--- src/rtl/axi_write_arbiter.sv ---
// Two-requester round-robin arbiter that issues one write at a time to an AXI write
// master user port and aborts a transaction when ready does not arrive within TIMEOUT cycles.
module axi_write_arbiter #(
  parameter int unsigned TIMEOUT = 255
) (
  input  logic        ACLK,
  input  logic        ARESET,
  input  logic [1:0]  req_valid,
  input  logic [63:0] req_addr,
  input  logic [63:0] req_data,
  input  logic [7:0]  req_strb,
  output logic [1:0]  req_accept,
  output logic [1:0]  req_done,
  output logic [1:0]  req_err,
  output logic        busy,
  output logic        valid,
  output logic [31:0] aw_addr,
  output logic [31:0] w_data,
  output logic [3:0]  w_strb,
  input  logic        ready
);

  localparam int unsigned AW = 32;
  localparam int unsigned SW = 4;
  localparam int unsigned CW = 16;
  localparam logic [CW-1:0] CNT_LAST = CW'(TIMEOUT - 1);

  localparam logic [1:0] IDLE  = 2'd0;
  localparam logic [1:0] ISSUE = 2'd1;
  localparam logic [1:0] WAIT  = 2'd2;

  logic [1:0]    state, state_nxt;
  logic [CW-1:0] cnt, cnt_nxt;
  logic          id, id_nxt;
  logic          last_grant, last_grant_nxt;
  logic [1:0]    accept_nxt, done_nxt, err_nxt;
  logic          busy_nxt, valid_nxt;
  logic [AW-1:0] addr_nxt, data_nxt;
  logic [SW-1:0] strb_nxt;
  logic          win;
  logic [1:0]    id_onehot;

  // On a tie the requester that was not served last wins.
  assign win       = (&req_valid) ? ~last_grant : req_valid[1];
  assign id_onehot = id ? 2'b10 : 2'b01;

  // Next-state and next-output logic.
  always_comb begin
    state_nxt      = state;
    cnt_nxt        = cnt;
    id_nxt         = id;
    last_grant_nxt = last_grant;
    accept_nxt     = '0;
    done_nxt       = '0;
    err_nxt        = '0;
    valid_nxt      = 1'b0;
    addr_nxt       = aw_addr;
    data_nxt       = w_data;
    strb_nxt       = w_strb;
    case (state)
      IDLE: begin
        if (|req_valid) begin
          state_nxt  = ISSUE;
          id_nxt     = win;
          valid_nxt  = 1'b1;
          accept_nxt = win ? 2'b10 : 2'b01;
          addr_nxt   = win ? req_addr[63:32] : req_addr[31:0];
          data_nxt   = win ? req_data[63:32] : req_data[31:0];
          strb_nxt   = win ? req_strb[7:4]   : req_strb[3:0];
        end
      end
      ISSUE: begin
        state_nxt = WAIT;
        cnt_nxt   = '0;
      end
      WAIT: begin
        if (ready) begin
          state_nxt      = IDLE;
          done_nxt       = id_onehot;
          last_grant_nxt = id;
          cnt_nxt        = '0;
        end else if (cnt == CNT_LAST) begin
          state_nxt      = IDLE;
          err_nxt        = id_onehot;
          last_grant_nxt = id;
          cnt_nxt        = '0;
        end else begin
          cnt_nxt = cnt + CW'(1);
        end
      end
      default: begin
        state_nxt = IDLE;
        cnt_nxt   = '0;
      end
    endcase
    busy_nxt = (state_nxt != IDLE);
  end

  // State and registered outputs.
  always_ff @(posedge ACLK) begin
    if (ARESET) begin
      state      <= IDLE;
      cnt        <= '0;
      id         <= 1'b0;
      last_grant <= 1'b1;
      req_accept <= '0;
      req_done   <= '0;
      req_err    <= '0;
      busy       <= 1'b0;
      valid      <= 1'b0;
      aw_addr    <= '0;
      w_data     <= '0;
      w_strb     <= '0;
    end else begin
      state      <= state_nxt;
      cnt        <= cnt_nxt;
      id         <= id_nxt;
      last_grant <= last_grant_nxt;
      req_accept <= accept_nxt;
      req_done   <= done_nxt;
      req_err    <= err_nxt;
      busy       <= busy_nxt;
      valid      <= valid_nxt;
      aw_addr    <= addr_nxt;
      w_data     <= data_nxt;
      w_strb     <= strb_nxt;
    end
  end

endmodule

--- config.mk ---
export PLATFORM = sky130hd
export DESIGN_NAME = axi_write_arbiter
export DESIGN_NICKNAME = d
export VERILOG_FILES = /design/src/rtl/axi_write_arbiter.sv
export SDC_FILE = /design/constraint.sdc
export NUM_CORES = 1
export LEC_CHECK = 0
export ABC_AREA = 1
export BUFFER_PORTS_ARGS = -buffer_cell sky130_fd_sc_hd__buf_2
export CORE_UTILIZATION = 49
export CTS_CLUSTER_DIAMETER = 200
export DETAILED_ROUTE_END_ITERATION = 6
export GPL_TIMING_DRIVEN = 0
export HOLD_SLACK_MARGIN = 0.06
export PLACE_DENSITY = 0.95
export SLEW_MARGIN = 20
export SYNTH_ARGS = -nofsm -noshare
export SYNTH_HDL_FRONTEND = slang
export SYNTH_SLANG_ARGS = --single-unit
--- constraint.sdc ---
create_clock -name ACLK -period 1.8 [get_ports ACLK]
set_input_delay 0 -clock ACLK [delete_from_list [all_inputs] [get_ports ACLK]]
set_output_delay 0 -clock ACLK [all_outputs]
set_load 0.005 [all_outputs]
==> results of run 1 <==
cell families after synthesis:
family,Yosys count,share of synthesized area [%]
AO/OA/AOI/OAI,97,13.0
XOR/XNOR,9,1.88
adder cells (fa/ha/maj),2,0.598
flip-flops,96,45.9
AND/OR/NAND/NOR,298,31.4
buffers and inverters,61,7.20
metrics by stage:
stage / std cells / hold WS [ps] / util [%]
after CTS: 1038 / 78.5 / 84.7
after floorplan: 563 / 72.1 / -
after detailed placement: 884 / 204 / 65.4
after global placement: 884 / 202 / 65.4
routing by layer:
metal  overflow  global-route usage (%)
met4          1                    47.7
met2          2                    75.6
met1          0                    49.6
met5          0                       0
met3          0                    23.0
==> impl_results.md, run 1 <==
* Cell area reported after detailed placement at 5400 sq um
* Via count of the first global-routing pass at 6768
* Last stage the flow got to: global routing
* Worst setup slack before clock tree synthesis at 346 ps
* Mapped Avg Cell Area at 7.44 sq um
* Biggest area consumer among synthesized cells: sky130_fd_sc_hd__dfxtp_1
* Count of instances resized after the clock tree is built at 0
* Number of port buffers at 216
* EDFF count, synth at 0
* Pin count of the biggest net entering global routing at 17
* Io pins at 217
* Starting density of the core at 50.7%
* Die Width at 94.4 um
* DP HPWL at 9.08 mm
* Most common cell in the netlist: sky130_fd_sc_hd__nand2_1
* Number of synthesis warnings at 0
* Number of unique standard cell types used by synthesis at 30
* Total track usage at 49.6%
* Synthesized flop and latch total at 96
* Max H-tree Level at 3
* Gpl congestion at 0.843
* Synth top area cells: sky130_fd_sc_hd__dfxtp_1 46%, sky130_fd_sc_hd__nand2_1 16%, sky130_fd_sc_hd__nand3_1 7.5%, sky130_fd_sc_hd__a31oi_1 6.6%, sky130_fd_sc_hd__o21ai_0 5.5%
* Global-route wire length before repair at 33.6 mm
* Halt Reason: [ERROR GRT-0116] Global routing finished with congestion. Check the congestion regions in the DRC Viewer.
* Sinks on the clock net at 96
* Cell Area, Synth at 4190 sq um
* Top-area cell type share of the netlist area at 45.9%
* Global route overflow at 3
* Hold buffers post-CTS at 139
* Die boundary height at 94.4 um
* Number of nets in the synthesized netlist at 706
* Gate Count Post-Synth at 563
* Buffers inserted during post-CTS setup optimization at 0
* Commonest register cell after synthesis: sky130_fd_sc_hd__dfxtp_1
* TritonCTS buffer count at 9
* Max clock buf depth at 2
* Run status: aborted with a tool error
* Clk Tree Root Cell: sky130_fd_sc_hd__clkbuf_8
* Commonest cells in the netlist: 179 x sky130_fd_sc_hd__nand2_1, 96 x sky130_fd_sc_hd__dfxtp_1, 63 x sky130_fd_sc_hd__nand3_1
* Async SR Flop Fraction at 0%
* Seq/Total Area, Yosys at 45.9%
* Cell Rows at 33
==> run 2, diff against run 1 <==
--- a/config.mk
+++ b/config.mk
@@ -7,12 +7,10 @@
 export LEC_CHECK = 0
 export ABC_AREA = 1
 export BUFFER_PORTS_ARGS = -buffer_cell sky130_fd_sc_hd__buf_2
-export CORE_UTILIZATION = 49
-export CTS_CLUSTER_DIAMETER = 200
+export CORE_UTILIZATION = 35
 export DETAILED_ROUTE_END_ITERATION = 6
 export GPL_TIMING_DRIVEN = 0
-export HOLD_SLACK_MARGIN = 0.06
-export PLACE_DENSITY = 0.95
+export PLACE_DENSITY_LB_ADDON = 0.15
 export SLEW_MARGIN = 20
 export SYNTH_ARGS = -nofsm -noshare
 export SYNTH_HDL_FRONTEND = slang
==> run 2 against run 1 <==
  * The flow now finishes, with violations (DRC)
  * Synthesized area unchanged
  * Synthesized cell count unchanged
==> impl_results.md, run 2 <==
* Die boundary height at 111 um (+18%)
* Max H-tree Level at 3 (unchanged)
* DP HPWL at 9.56 mm (+5.3%)
* EDFF count, synth at 0 (unchanged)
* Clk Tree Root Cell: sky130_fd_sc_hd__clkbuf_16
* Cell Rows at 39 (+18%)
* Gate Count Post-Synth at 563 (unchanged)
* Die Width at 111 um (+18%)
* Register-to-Register Path Depth at 8
* Relative contribution of sequential cells to total power at 43.5%
* Standard cell core area at 11500 sq um
* Required time of the critical path at 2080 ps
* Top-area cell type share of the netlist area at 45.9% (unchanged)
* Filler instances at 1002
* Minimum period implied by the final worst setup slack at 1700 ps
* Sinks on the clock net at 96 (unchanged)
* Wire per inst at 13.6 um
* Class of the most critical hold timing path: primary input to register
* Cell Int Power at 4070 uW
* Via density at 4.85
* Clock latency on the worst-skew pair at 340 ps
* Pin count of the biggest net entering global routing at 16
* TritonCTS buffer count at 9 (unchanged)
* Cell area reported after detailed placement at 5450 sq um (+0.88%)
* Ant. Diodes at 0
* Worst-case headroom to the max-slew limit at 69.6%
* Biggest area consumer among synthesized cells: sky130_fd_sc_hd__dfxtp_1
* Most common cell in the netlist: sky130_fd_sc_hd__nand2_1
* Crit-path max FO at 8
* Total track usage at 24.0%
* R2R Path Start: state[1]
* Cell Area, Synth at 4190 sq um (unchanged)
* Number of nets in the synthesized netlist at 706 (unchanged)
* Mapped Avg Cell Area at 7.44 sq um (unchanged)
* Final-report hold violation count at 0
* Synth top area cells: sky130_fd_sc_hd__dfxtp_1 46%, sky130_fd_sc_hd__nand2_1 16%, sky130_fd_sc_hd__nand3_1 7.5%, sky130_fd_sc_hd__a31oi_1 6.6%, sky130_fd_sc_hd__o21ai_0 5.5%
* Number of DRC markers in iteration 0 at 288
* Number of unique standard cell types used by synthesis at 30 (unchanged)
* Net count of the finished layout at 1076
* Final Max Slew Viols at 0
* Period Utilization, post-route at 94.7%
* TritonRoute pass-1 iters at 7
* Cell Chain, Critical Path: nor2_4 > o21ai_2 > nor2_4 > inv_2 > nor2_8 > nand2_1 > nand3_1 > dlygate4sd3_1
* Top library cells by usage in the layout, fill and taps aside: 239 x sky130_fd_sc_hd__buf_2, 179 x sky130_fd_sc_hd__nand2_1, 139 x sky130_fd_sc_hd__dlygate4sd3_1
* R2R Setup Slk at 100 ps
* Fraction of layout instances using a drive strength above 1 at 30.3%
* Placed Cells incl. Taps at 922 (+4.3%)
* Critical Path Source: state[1]
* Seq/Total Area, Yosys at 45.9% (unchanged)
* Run status: complete, but fails checks
* Crit Path Class: register to register
* Maximum clock skew at final layout at 8.01 ps
* Cell seen most often among critical-path stages: sky130_fd_sc_hd__nor2_4
* Unrepaired setup endpoints after global routing: no
* Finished Cell Area at 7170 sq um
* Final Routed Wirelength at 14.7 mm
* Clock Pin Slew Worst Setup and Hold Paths at 60 ps
* Number of port buffers at 216 (unchanged)
* Gpl congestion at 0.854 (+1.4%)
* Global route overflow at 0
* Power density of the placed cells at 777 nW/um^2
* Least-Margin Pin Slew at 456 ps
* Async SR Flop Fraction at 0% (unchanged)
* Startpoint type of the worst setup path: register
* Switching power of the nets at 1500 uW
* Detail Route Antenna Nets at 0
* Starting density of the core at 36.4% (-14 points)
* Count of instances resized after the clock tree is built at 0 (unchanged)
* Io pins at 217 (unchanged)
* Max clock buf depth at 2 (unchanged)
* Area growth from synthesis to layout at 71.2%
* Commonest cells in the netlist: 179 x sky130_fd_sc_hd__nand2_1, 96 x sky130_fd_sc_hd__dfxtp_1, 63 x sky130_fd_sc_hd__nand3_1
* Synthesized flop and latch total at 96 (unchanged)
* Peak supply drop at 0.000542 V
* Global-route wire length before repair at 24.3 mm
* Detailed-route DRC error count at 20
* Most common library cell in the layout ignoring fill and taps: sky130_fd_sc_hd__buf_2
* Arrival time of data at the critical path endpoint at 1980 ps
* Commonest register cell after synthesis: sky130_fd_sc_hd__dfxtp_1
* Total leakage power at 0.00346 uW
* Total die area at 12400 sq um
* Biggest registers after layout: aw_addr x32, w_data x32, cnt x16
* Combinational group share of total power at 21.6%
* Critical path's slowest cell: sky130_fd_sc_hd__dlygate4sd3_1
* Number of synthesis warnings at 0 (unchanged)
* DR vias at 5243
* Achievable frequency at 0.587 GHz
* Timing endpoint of the critical path: w_data[27]
* CTS tree: built
* Portion of total power attributed to the clock network at 34.8%
* Number of antenna violations at the first check in global routing at 0
* Final non-filler cell total at 1081
* Switching part of the total power at 26.9%
* Max stage delay on crit path at 550 ps
* Critical Path Sink Type: register
* Violations in the final reports: DRC
* Final setup TNS at 0 ps
* FF-to-FF End: w_data[27]
* Max capacitance violation total at 0
* Total setup violations reported at the end of the flow at 0
* Via count of the first global-routing pass at 5262
==> run 2: critical path, delay by kind of cell (launching register included) <==
kind / cells / cell delay [ps]
flip-flops: 1 / 340
AO/OA/AOI/OAI: 1 / 100
AND/OR/NAND/NOR: 5 / 560
buffers and inverters: 2 / 650
==> run 2: cell families after synthesis <==
kind of cell | count (synthesis) | share of synthesized area [%]
AOI/OAI and AO/OA | 97 | 13.0
xor gates and xnor gates | 9 | 1.88
adders and majority gates | 2 | 0.598
buffers and inverters | 61 | 7.20
DFF | 96 | 45.9
and+or+nand+nor | 298 | 31.4
==> run 2: how the worst min path moves through the flow <==
stage                 startpoint          to  cells after the start
CTS                       ARESET     cnt[14]                      3
floorplan                 ARESET    state[0]                      1
global placement     req_addr[0]  aw_addr[0]                      3
finish              req_valid[1]   w_strb[3]                      4
detailed placement  req_addr[37]  aw_addr[5]                      3
global route        req_valid[1]   w_strb[3]                      4
==> run 2: what timing repair did <==
item,CTS,global route
endpoints found under the hold margin,73,0
setup endpoints to repair,0,3
hold buffers,139,0
setup buffers,0,4
==> run 2: power by group through the flow <==
stage	registers [uW]	clock network, uW	logic [uW]
2_1_floorplan	2480	0	447
3_3_place_gp	2460	0	927
3_5_place_dp	2470	0	938
4_1_cts	2420	1970	1180
5_1_grt	2450	2050	1320
6_report	2420	1940	1200
==> run 2: through the flow <==
step                util [%]  hold slack (ps)  power (uW)  setup WS, ps
floorplan                  -             72.1        2920           579
global placement        47.3              200        3390           325
detailed placement      47.3              203        3400           293
CTS                     62.0             57.0        5570          90.8
global route            62.2             58.0        5820          1.50
finish                  62.2             38.5        5570          95.8
==> run 2: cell type report <==
cell class	instances	area [sq um]	share of cell area, %
Buffer	34	198	2.76
Multi-Input combinational cell	406	1960	27.4
Timing Repair Buffer	359	2500	34.9
Tap cell	143	179	2.50
Sequential cell	96	1920	26.8
Inverter	27	104	1.45
Clock buffer	12	246	3.44
Clock inverter	4	51.3	0.716
==> run 2: metal layers <==
layer | share of wire [%] | vias to the layer above | global-route usage (%) | wire [um]
met5 | 0 | - | 0 | 0
met4 | 3.0 | 0 | 11.2 | 442
met3 | 6.4 | 38 | 5.44 | 948
met2 | 48 | 208 | 41.7 | 7120
met1 | 42 | 2395 | 28.1 | 6220
li1 | - | 2602 | - | -
No activity file was read; power rests on OpenSTA's default activity.
==> run 3, diff against run 2 <==
--- a/config.mk
+++ b/config.mk
@@ -11,6 +11,7 @@
 export DETAILED_ROUTE_END_ITERATION = 6
 export GPL_TIMING_DRIVEN = 0
 export PLACE_DENSITY_LB_ADDON = 0.15
+export RECOVER_POWER = 100
 export SLEW_MARGIN = 20
 export SYNTH_ARGS = -nofsm -noshare
 export SYNTH_HDL_FRONTEND = slang
==> run 3 against run 2 <==
  * Power down 0.47%
  * Combinational power about the same
  * Highest routed layer unchanged
  * Utilization down 0.58 points
  * Final area down 0.93%
  * Hold slack worse by 2.6 ps
  * Routed wire length down 0.16%
  * Sequential share of layout area up 0.25 points
  * Count of clock-buffer cells in the layout unchanged
  * Critical path depth unchanged
  * The run still ends with DRC left
  * Critical path type unchanged
  * Via count up 0.50%
==> impl_results.md, run 3 (synthesis gave the netlist of run 2 again) <==
* Run status: complete, but fails checks
* Violations in the final reports: DRC
* Critical path's slowest cell: sky130_fd_sc_hd__dlygate4sd3_1
* Minimum period implied by the final worst setup slack at 1710 ps (+5.36 ps)
* Period Utilization, post-route at 95.0% (+0.30 points)
* Max H-tree Level at 3 (unchanged)
* Achievable frequency at 0.585 GHz (-0.31%)
* Total track usage at 24.0% (unchanged)
* Starting density of the core at 36.4% (unchanged)
* Detailed-route DRC error count at 20 (unchanged)
* Required time of the critical path at 2080 ps (about the same)
* Power density of the placed cells at 781 nW/um^2 (+0.46%)
* Cell seen most often among critical-path stages: sky130_fd_sc_hd__nor2_4
* TritonRoute pass-1 iters at 7 (unchanged)
* Final Routed Wirelength at 14.7 mm (-0.16%)
* Total setup violations reported at the end of the flow at 0 (unchanged)
* Top library cells by usage in the layout, fill and taps aside: 193 x sky130_fd_sc_hd__buf_2, 181 x sky130_fd_sc_hd__nand2_1, 139 x sky130_fd_sc_hd__dlygate4sd3_1
* Fraction of layout instances using a drive strength above 1 at 25.5% (-4.8 points)
* Max capacitance violation total at 0 (unchanged)
* Max clock buf depth at 2 (unchanged)
* Number of cells on the worst hold path at 4 (unchanged)
* CTS tree: built
* Cell Chain, Critical Path: nor2_4 > o21ai_2 > nor2_4 > inv_2 > nor2_8 > nand2_1 > nand3_1 > dlygate4sd3_1
* Maximum clock skew at final layout at 8.13 ps (+0.120 ps)
* Biggest registers after layout: aw_addr x32, w_data x32, cnt x16
* Clock Pin Slew Worst Setup and Hold Paths at 60 ps (about the same)
* Most common library cell in the layout ignoring fill and taps: sky130_fd_sc_hd__buf_2
* Io pins at 217 (unchanged)
* R2R Setup Slk at 90 ps (about the same)
* Crit-path max FO at 8 (unchanged)
* Hold Path Origin: req_valid[1]
* Class of the most critical hold timing path: primary input to register
* End-of-flow core utilization at 61.6% (-0.58 points)
* Number of port buffers at 216 (unchanged)
* Standard cell core area at 11500 sq um (unchanged)
* Final WS setup at 90.5 ps (-5.36 ps)
* Gpl congestion at 0.854 (unchanged)
* Detail Route Antenna Nets at 0 (unchanged)
* Cell Rows at 39 (unchanged)
* Number of antenna violations at the first check in global routing at 0 (unchanged)
* Top cell family by delay on the critical path: buffers and inverters
* Critical path buffers and inverters at 2 (unchanged)
* Least-Margin Pin Slew at 451 ps (-4.98 ps)
* Clk Tree Root Cell: sky130_fd_sc_hd__clkbuf_16
* Area growth from synthesis to layout at 69.6%
* Sinks on the clock net at 96 (unchanged)
* Peak supply drop at 0.000549 V (+1.3%)
* Filler instances at 1028 (+2.6%)
* Final setup TNS at 0 ps (unchanged)
* Total die area at 12400 sq um (unchanged)
* Worst setup slack before clock tree synthesis at 293 ps (unchanged)
* Pin count of the biggest net entering global routing at 16 (unchanged)
* FF-to-FF End: w_data[27]
* Smallest hold slack at 35.9 ps (-2.56 ps)
* Area taken by flip-flops and latches at 1920 sq um (unchanged)
* Final-report hold violation count at 0 (unchanged)
* Arrival time of data at the critical path endpoint at 1990 ps (about the same)
* DP HPWL at 9.56 mm (unchanged)
* Unrepaired setup endpoints after global routing: no
* Via density at 4.87 (+0.50%)
* Global-route wire length before repair at 24.3 mm (unchanged)
* Multi-input gate area at 1950 sq um (-0.51%)
* DR vias at 5269 (+0.50%)
* Wire per inst at 13.6 um (-0.16%)
* Global route overflow at 0 (unchanged)
* R2R Path Start: state[1]
* Crit Path Class: register to register
* Max stage delay on crit path at 550 ps (about the same)
* Net count of the finished layout at 1076 (unchanged)
* PnR Total Power at 5540 uW (-0.47%)
* Total leakage power at 0.00329 uW (-4.8%)
* Min-Delay Endpoint: w_strb[3]
* Startpoint type of the worst setup path: register
* Clock latency on the worst-skew pair at 340 ps (about the same)
* Final Max Slew Viols at 0 (unchanged)
* Critical Path Sink Type: register
* Die boundary height at 111 um (unchanged)
* Worst-case headroom to the max-slew limit at 69.9% (+0.33 points)
* Ant. Diodes at 0 (unchanged)
* Register-to-Register Path Depth at 8 (unchanged)
* TritonCTS buffer count at 9 (unchanged)
* Die Width at 111 um (unchanged)
* Via count of the first global-routing pass at 5262 (unchanged)
* Number of DRC markers in iteration 0 at 272 (-5.6%)
==> run 3: cell count changes in the layout (fill, tap and decap cells not counted), moves of 2 or more <==
cell | previous run | this run
sky130_fd_sc_hd__clkbuf_1 | 3 | 47
sky130_fd_sc_hd__nand2_1 | 179 | 181
sky130_fd_sc_hd__clkbuf_2 | 0 | 4
sky130_fd_sc_hd__buf_2 | 239 | 193
==> run 3: how the worst max path moves through the flow <==
| stage | from | to | cells after the start | slack [ps] |
|---|---|---|---|---|
| 4_1_cts | last_grant | w_data[25] | 7 | 90 |
| 5_1_grt | state[1] | w_data[27] | 8 | 1 |
| 6_report | state[1] | w_data[27] | 8 | 90 |
| 3_5_place_dp | state[1] | w_data[3] | 6 | 290 |
| 3_3_place_gp | state[1] | w_strb[1] | 6 | 330 |
| 2_1_floorplan | cnt[1] | cnt[10] | 6 | 580 |
==> run 3: worst register-to-register path: stages (launching register included) <==
cell and delay, ps:
sky130_fd_sc_hd__dfxtp_1 350, sky130_fd_sc_hd__nor2_4 150, sky130_fd_sc_hd__o21ai_2 100, sky130_fd_sc_hd__nor2_4 100, sky130_fd_sc_hd__inv_2 100, sky130_fd_sc_hd__nor2_8 160
sky130_fd_sc_hd__nand2_1 70, sky130_fd_sc_hd__nand3_1 80, sky130_fd_sc_hd__dlygate4sd3_1 550
==> run 3: repair_timing <==
item / CTS / global route
gates resized for setup: 0 / 0
endpoints found under the setup margin: 0 / 3
hold buffers: 139 / 0
endpoints found under the hold margin: 73 / 0
setup buffers: 0 / 4
==> run 3: area by class of cell <==
cell class | instances | area share (%)
buffer | 34 | 2.78
clock inverter | 4 | 0.723
timing repair buffer | 359 | 34.5
tap | 143 | 2.52
multi-input combinational | 406 | 27.5
sequential | 96 | 27.1
clock buffer | 12 | 3.47
inverter | 27 | 1.46
==> run 3: metal layers <==
layer | track usage, % | wire (um) | vias up
li1 | - | - | 2597
met1 | 28.1 | 6210 | 2414
met2 | 41.7 | 7100 | 220
met3 | 5.44 | 951 | 38
met4 | 11.2 | 459 | 0
met5 | 0 | 0 | -
==> run 3: power by group <==
group          switching, uW  total [uW]  internal (uW)
Combinational            573        1170            600
Sequential               106        2430           2320
Clock                    822        1940           1120
==> run 3: through the flow <==
stage	instances	area, sq um
2_1_floorplan	563	4190
3_3_place_gp	922	5450
3_5_place_dp	922	5450
4_1_cts	1077	7140
5_1_grt	1081	7100
6_report	1081	7100
==> run 4, diff against run 3 <==
--- a/config.mk
+++ b/config.mk
@@ -5,8 +5,8 @@
 export SDC_FILE = /design/constraint.sdc
 export NUM_CORES = 1
 export LEC_CHECK = 0
-export ABC_AREA = 1
 export BUFFER_PORTS_ARGS = -buffer_cell sky130_fd_sc_hd__buf_2
+export CORE_MARGIN = 5
 export CORE_UTILIZATION = 35
 export DETAILED_ROUTE_END_ITERATION = 6
 export GPL_TIMING_DRIVEN = 0
==> run 4 against run 3 <==
  * Largest cell class is now multi-input gates
  * The flow now finishes without violations
  * Die area is 21% higher
  * Hold slack lost 31 ps
  * Routed wire length fell by 4.9%
==> impl_results.md, run 4 <==
* TritonCTS buffer count at 9 (unchanged)
* Seq/Total Area, Yosys at 43.4% (-2.5 points)
* Biggest area consumer among synthesized cells: sky130_fd_sc_hd__dfxtp_1
* Gate Count Post-Synth at 466 (-17%)
* Commonest register cell after synthesis: sky130_fd_sc_hd__dfxtp_1
* Synthesized flop and latch total at 96 (unchanged)
* Area growth from synthesis to layout at 43.4%
* Detail Route Antenna Nets at 0 (unchanged)
* End-of-flow core utilization at 50.7% (-11 points)
* Achievable frequency at 0.582 GHz (-0.46%)
* Max clock buf depth at 2 (unchanged)
* Hold Path Origin: req_addr[12]
* Arrival time of data at the critical path endpoint at 1940 ps (-50 ps)
* Min-Delay Endpoint: aw_addr[12]
* Pin count of the biggest net entering global routing at 17 (+1)
* Maximum clock skew at final layout at 5.75 ps (-2.38 ps)
* Final Routed Wirelength at 14.0 mm (-4.9%)
* DP HPWL at 10.7 mm (+12%)
* Final-report hold violation count at 0 (unchanged)
* Most common cell in the netlist: sky130_fd_sc_hd__dfxtp_1
* Max stage delay on crit path at 490 ps (-60 ps)
* CTS tree: built
* Max H-tree Level at 3 (unchanged)
* Number of unique standard cell types used by synthesis at 48 (+60%)
* Standard cell core area at 12500 sq um (+8.7%)
* Number of synthesis warnings at 0 (unchanged)
* DR vias at 4460 (-15%)
* Wire per inst at 15.4 um (+13%)
* Startpoint type of the worst setup path: register
* Final Max Slew Viols at 0 (unchanged)
* Total track usage at 18.5% (-5.6 points)
* Commonest cells in the netlist: 96 x sky130_fd_sc_hd__dfxtp_1, 79 x sky130_fd_sc_hd__nor2_1, 71 x sky130_fd_sc_hd__mux2i_1
* Run status: complete, no violations
* Top library cells by usage in the layout, fill and taps aside: 168 x sky130_fd_sc_hd__buf_2, 96 x sky130_fd_sc_hd__dfxtp_1, 78 x sky130_fd_sc_hd__nor2_1
* Clk Tree Root Cell: sky130_fd_sc_hd__clkbuf_16
* Mapped Avg Cell Area at 9.49 sq um (+28%)
* Multi-input gate area at 2290 sq um (+17%)
* Detailed-route DRC error count at 0 (-100%)
* Worst-case headroom to the max-slew limit at 57.4% (-13 points)
* Minimum period implied by the final worst setup slack at 1720 ps (+7.85 ps)
* Cell Area, Synth at 4420 sq um (+5.7%)
* Starting density of the core at 35.3% (-1.0 points)
* TritonRoute pass-1 iters at 4 (-3)
* Gpl congestion at 0.839 (-1.8%)
* Least-Margin Pin Slew at 640 ps (+189 ps)
* R2R Path Start: cnt[8]
* Crit-path max FO at 7 (-1)
* Total setup violations reported at the end of the flow at 0 (unchanged)
* Via count of the first global-routing pass at 4426 (-16%)
* Fraction of layout instances using a drive strength above 1 at 28.4% (+3.0 points)
* R2R Setup Slk at 80 ps (about the same)
* Number of antenna violations at the first check in global routing at 0 (unchanged)
* Top-area cell type share of the netlist area at 43.4% (-2.5 points)
* Number of cells on the worst hold path at 3 (-1)
* Total leakage power at 0.00265 uW (-19%)
* Number of DRC markers in iteration 0 at 174 (-36%)
* Peak supply drop at 0.000409 V (-25%)
* Via density at 4.92 (+0.88%)
* Filler instances at 1226 (+19%)
* Cell Rows at 41 (+5.1%)
* EDFF count, synth at 0 (unchanged)
* Register-to-Register Path Depth at 5 (-3)
* Number of port buffers at 215 (-0.46%)
* Clock Pin Slew Worst Setup and Hold Paths at 70 ps (about the same)
* Period Utilization, post-route at 95.4% (+0.44 points)
* Max capacitance violation total at 0 (unchanged)
* FF-to-FF End: cnt[2]
* Biggest registers after layout: aw_addr x32, w_data x32, cnt x16
* Number of nets in the synthesized netlist at 609 (-14%)
* Net count of the finished layout at 873 (-19%)
* Required time of the critical path at 2030 ps (-50 ps)
* Global-route wire length before repair at 21.9 mm (-10%)
* Area taken by flip-flops and latches at 1920 sq um (unchanged)
* Total die area at 15000 sq um (+21%)
* Die boundary height at 122 um (+9.9%)
* Global route overflow at 0 (unchanged)
* Class of the most critical hold timing path: primary input to register
* Io pins at 217 (unchanged)
* Critical path buffers and inverters at 1 (-1)
* Critical Path Sink Type: register
* Final setup TNS at 0 ps (unchanged)
* Ant. Diodes at 0 (unchanged)
* Die Width at 122 um (+9.9%)
* Synth top area cells: sky130_fd_sc_hd__dfxtp_1 43%, sky130_fd_sc_hd__mux2i_1 16%, sky130_fd_sc_hd__a211oi_1 12%, sky130_fd_sc_hd__nor2_1 6.7%, sky130_fd_sc_hd__buf_2 1.9%
* Sinks on the clock net at 96 (unchanged)
* Async SR Flop Fraction at 0% (unchanged)
* Most common library cell in the layout ignoring fill and taps: sky130_fd_sc_hd__buf_2
* Power density of the placed cells at 869 nW/um^2 (+11%)
* Crit Path Class: register to register
* Cell Chain, Critical Path: nor4_2 > a41oi_4 > buf_4 > a41oi_1 > mux2i_1
* Top cell family by delay on the critical path: simple AND/OR/NAND/NOR gates
* Critical path's slowest cell: sky130_fd_sc_hd__nor4_2
* Clock latency on the worst-skew pair at 340 ps (about the same)
==> run 4: cell count changes in the layout (fill, tap and decap cells not counted), sizes merged, moves of 38 or more <==
| cell | change |
|---|---|
| dlygate4sd3 | -103 |
| nor2 | +38 |
| mux2i | +71 |
| nand2 | -170 |
| a31oi | -41 |
| o21ai | -44 |
| nand3 | -56 |
| a211oi | +70 |
==> run 4: through the flow <==
stage	instances	total power (uW)	hold WS, ps	setup slack, ps	instance area [sq um]
finish	907	5510	4.99	82.6	6340
floorplan	466	3080	76.7	225	4420
global route	907	5820	15.5	-8.87	6340
global placement	853	3600	276	55.9	5720
CTS	905	5610	0.301	9.91	6370
detailed placement	853	3620	270	34.1	5720
==> run 4: layer usage <==
layer | part of all wire [%] | track usage, % | routed length, um
met1 | 41 | 22.3 | 5700
met2 | 51 | 31.7 | 7110
met5 | 0 | 0 | 0
met3 | 6.7 | 5.30 | 934
met4 | 1.8 | 5.81 | 250
==> run 4: how the worst max path moves through the flow <==
stage                     startpoint          to  slack (ps)  depth (start not counted)
after detailed placement      cnt[0]      cnt[1]          30                          7
final                         cnt[8]      cnt[2]          80                          5
after global placement        cnt[1]  last_grant          60                          6
after floorplan               cnt[0]  last_grant         220                          7
after CTS                   state[1]  w_data[11]          10                          6
after global routing          cnt[0]      cnt[6]          -9                          7
==> run 4: where the power goes <==
group	total, uW	internal (uW)	switching, uW
combinational	1160	534	623
clock	1910	1090	827
sequential	2440	2330	111
==> run 4: logic make-up (layout without fill, tap and decap cells) <==
group | Yosys count | in the layout | synth area share (%)
simple gates | 148 | 148 | 16.5
compound gates | 97 | 97 | 17.3
flops | 96 | 96 | 43.4
mux | 71 | 71 | 16.1
buf+inv | 49 | 318 | 5.49
xor+xnor | 3 | 3 | 0.594
fa+ha+maj | 2 | 2 | 0.566
==> run 4: area by class of cell <==
type / instances / area share, %
inverters: 8 / 0.473
flip-flops and latches: 96 / 30.3
clock buffers: 10 / 3.61
plain buffers: 41 / 3.47
multi-input cells: 321 / 36.1
well taps: 172 / 3.39
repair buffers: 253 / 21.6
clock inverters: 6 / 1.05
==> run 4: worst reg2reg max path: stages (launching register included) <==
cell,delay [ps]
sky130_fd_sc_hd__dfxtp_1,420
sky130_fd_sc_hd__nor4_2,500
sky130_fd_sc_hd__a41oi_4,220
sky130_fd_sc_hd__buf_4,190
sky130_fd_sc_hd__a41oi_1,200
sky130_fd_sc_hd__mux2i_1,90
==> run 4: what timing repair did <==
action	in CTS	in global routing
setup endpoints to repair	0	56
hold buffers	36	0
setup buffers	0	2
hold endpoints to repair	26	0
gates resized for setup	0	9
